[config.mk]
export PLATFORM = sky130hd
export DESIGN_NAME = first_nios2_sysid_rd_timer
export DESIGN_NICKNAME = d
export VERILOG_FILES = /design/src/rtl/first_nios2_sysid_pkg.sv /design/src/rtl/first_nios2_sysid_rd_timer.sv
export SDC_FILE = /design/constraint.sdc
export NUM_CORES = 1
export LEC_CHECK = 0
export CORE_AREA = 3 3 47 49
export CTS_BUF_LIST = sky130_fd_sc_hd__clkbuf_8
export DETAILED_ROUTE_END_ITERATION = 8
export DIE_AREA = 0 0 50 52
export PLACE_DENSITY = 0.58
export SLEW_MARGIN = 40
export SYNTH_ARGS = -nofsm -noshare
export SYNTH_HDL_FRONTEND = slang
export SYNTH_SLANG_ARGS = --single-unit
[constraint.sdc]
create_clock -name clock -period 2.4 [get_ports clock]
set_input_delay 0.36 -clock clock [delete_from_list [all_inputs] [get_ports clock]]
set_output_delay 0.36 -clock clock [all_outputs]
set_load 0.005 [all_outputs]
[src/rtl/first_nios2_sysid_pkg.sv]
// Shared types and constants for the first_nios2 system-ID boot checker.
package first_nios2_sysid_pkg;

  localparam int unsigned DATA_W = 32;
  localparam int unsigned CNT_W  = 8;

  localparam logic SYSID_ADDR_ID = 1'b0;
  localparam logic SYSID_ADDR_TS = 1'b1;

  typedef enum logic [2:0] {
    ST_IDLE,
    ST_REQ_ID,
    ST_WAIT_ID,
    ST_REQ_TS,
    ST_WAIT_TS,
    ST_DONE
  } state_e;

  typedef struct packed {
    logic id_match;
    logic ts_match;
    logic timeout_err;
    logic pass;
  } result_t;

endpackage

[src/rtl/first_nios2_sysid_rd_timer.sv]
// Per-transaction watchdog: counts cycles spent in a request/wait phase and
// flags expiry one cycle ahead so the FSM leaves on the expiring edge.
module first_nios2_sysid_rd_timer
  import first_nios2_sysid_pkg::*;
#(
  parameter int unsigned TIMEOUT_CYCLES = 255
) (
  input  logic clock,
  input  logic reset,
  input  logic clear,
  input  logic enable,
  output logic expired_c
);

  localparam int unsigned CMP_W = CNT_W + 1;

  logic [CNT_W-1:0] count_q;

  // Expires when this cycle is the TIMEOUT_CYCLES-th one since clear.
  assign expired_c = enable &&
                     ((CMP_W'(count_q) + CMP_W'(1)) >= CMP_W'(TIMEOUT_CYCLES));

  always_ff @(posedge clock) begin
    if (reset) begin
      count_q <= '0;
    end else if (clear) begin
      count_q <= '0;
    end else if (enable && !expired_c) begin
      count_q <= count_q + CNT_W'(1);
    end
  end

endmodule

==> flow_summary.json <==
{
  "largest_reg_flops": 8,
  "root_buffer": "clkbuf_8",
  "hold_violations": 0,
  "synth_area_leader_cell": "dfxtp_1",
  "grt_max_degree": 9,
  "initial_core_util_pct": 30.3,
  "slew_headroom_pct": 81.1,
  "drive_gt1_share_pct": 27.0,
  "max_flop_register": "count_q",
  "finalNonFillerCells": 101,
  "clock.fmax_mhz": 437,
  "drt_wl_total_um": 1110,
  "io_buffers": 4,
  "cp.required_ns": 2.04,
  "synth_warnings": 0,
  "cp-end-kind": "primary output",
  "synth.distinct_cells": 34,
  "ant_nets": 0,
  "n_antenna_cell": 0,
  "dp.cells": 97,
  "seq_area_frac_synth_pct": 27.8,
  "dp_hpwl_um": 844,
  "synth_edf_count": 0,
  "h-tree-depth": 1,
  "largestRegisters": "count_q (8)",
  "drc": 0,
  "nFillCells": 204,
  "finalSetupViolCount": 0,
  "final_common_cell": "nand2_1",
  "clockBufferDepth": 2,
  "path_clk_slew_ns": 0.04,
  "power_leakage_nw": 0.267,
  "avgRoutedWirePerCell_um": 11.0,
  "vias_per_cell": 4.69,
  "netlist_area_um2": 576,
  "netlist_top_cells_area": "dfxtp_1 (28%), nand2_1 (5.2%), nor2_1 (4.6%)",
  "rows": 16,
  "insertion_delay_ns": 0.23,
  "critical_path.startpoint_type": "flop",
  "final_cell_mix": "nand2_1 (8), nor2_1 (7), dfxtp_1 (7), buf_4 (4)",
  "ir_drop_mv": 0.341,
  "areaGrowthSynthToFinish_pct": 21.3,
  "first_iter_violations": 0,
  "grt_pass1_vias": 450,
  "grt_util_all_layers_pct": 9.95,
  "cts.sinks": 8,
  "maxSlewViolCount": 0,
  "power_mw": 0.323,
  "finalInstanceArea_um2": 698,
  "die_h_um": 52,
  "syn_inst": 67,
  "drt_pre_antenna_iters": 1,
  "core_um2": 1900,
  "tightest_slew_ns": 0.283,
  "ys.flop_type": "dfxtp_1",
  "tns_ns": 0,
  "finalCriticalPeriod_ns": 2.29,
  "nNetsFinal": 82,
  "ios": 5,
  "hold_buffers": 0,
  "die_width_um": 50,
  "status": "finished clean",
  "fin_skew_ns": 0.00337,
  "gr-total-overflow": 0,
  "syn_avg_cell_area_um2": 8.59,
  "crit_arrival_ns": 1.93,
  "antenna_found_initial": 0,
  "synth_top_area_share_pct": 27.8,
  "path_class": "flop to primary output",
  "cts_tree": "built",
  "gp_congestion": 0.770,
  "min_period_over_period_pct": 95.4,
  "power.density_nw_per_um2": 463,
  "grt_pass1_wl_um": 1910,
  "whs_ns": 0.480,
  "place_area_um2": 647,
  "syn-num-nets": 73,
  "cap_violations": 0,
  "die_area_um2": 2600,
  "hold_class": "flop to flop",
  "cts_buffers": 3,
  "async_flop_share_pct": 0,
  "critPathMaxFanout": 4,
  "ys_ff_latch": 8,
  "rsz0062_at_grt": "no",
  "num_vias": 474
}
[cells by family (layout without fill, tap and decap cells)]
| group | count (synthesis) | count (layout) | synth area share [%] |
|---|---|---|---|
| compound gates | 12 | 12 | 18.3 |
| xor+xnor | 4 | 4 | 6.09 |
| fa+ha+maj | 2 | 2 | 4.35 |
| buf+inv | 5 | 12 | 5.00 |
| flops | 8 | 8 | 27.8 |
| mux | 2 | 2 | 3.48 |
| simple gates | 34 | 34 | 35.0 |
[through the flow]
stage,util [%],worst slack [ns]
after CTS,36.6,0.0480
after global placement,34.0,0.0696
after floorplan,-,0.544
after detailed placement,34.0,0.0516
after global routing,36.7,0.00604
final,36.7,0.109
[metal layers]
layer	vias up	GRT usage [%]	share of wire, %
met4	0	9.68	4.4
li1	251	-	-
met3	6	2.58	2.7
met2	7	15.2	49
met5	-	0	0
met1	210	11.0	44
[layout make-up]
type                       count  area (um2)  share of cell area [%]
tap                           27        33.8                    4.84
timing repair buffer           8        68.8                    9.86
multi-input combinational     54         389                    55.7
inverter                       1        3.75                   0.538
sequential                     8         161                    23.1
clock buffer                   3        41.3                    5.91
[final timing paths]
| path | from | endpoint | slack (ns) | depth (start not counted) |
|---|---|---|---|---|
| max | count_q[0] | expired_c | 0.11 | 8 |
| min | count_q[0] | count_q[0] | 0.48 | 2 |
| max reg2reg | count_q[0] | count_q[1] | 0.52 | 10 |
| min reg2reg | count_q[0] | count_q[0] | 0.48 | 2 |
[cell usage after synthesis (all sizes together) (2+ instances only)]
cell type / count
xor2: 3
a21oi: 2
ha: 2
a31oi: 3
nand3: 2
and3: 4
nand4b: 2
and2: 2
nand4: 2
buf: 4
a211oi: 3
mux2i: 2
dfxtp: 8
nor2: 7
nand2: 8
[power by group]
part	internal (mW)	total, mW	leakage (nW)	switching, mW
Clock	0.109	0.163	0.0216	0.0544
Sequential	0.135	0.137	0.0651	0.00203
Combinational	0.0117	0.0228	0.180	0.0111
[critical path, cell delays in order (launching register included)]
cell           delay [ns]
dfxtp_2              0.35
inv_1                0.06
ha_1                 0.30
nor2_1               0.08
o21ai_0              0.09
a211oi_2             0.26
a31oi_4              0.13
and2b_2              0.22
dlygate4sd2_1        0.22
[repair_timing]
action                                  4_1_cts  5_1_grt
gates resized for setup                       2        1
pin swaps                                     2        1
endpoints found under the setup margin        1        1
setup buffers                                 1        0
Note: power is estimated with default switching activity, not from simulation.
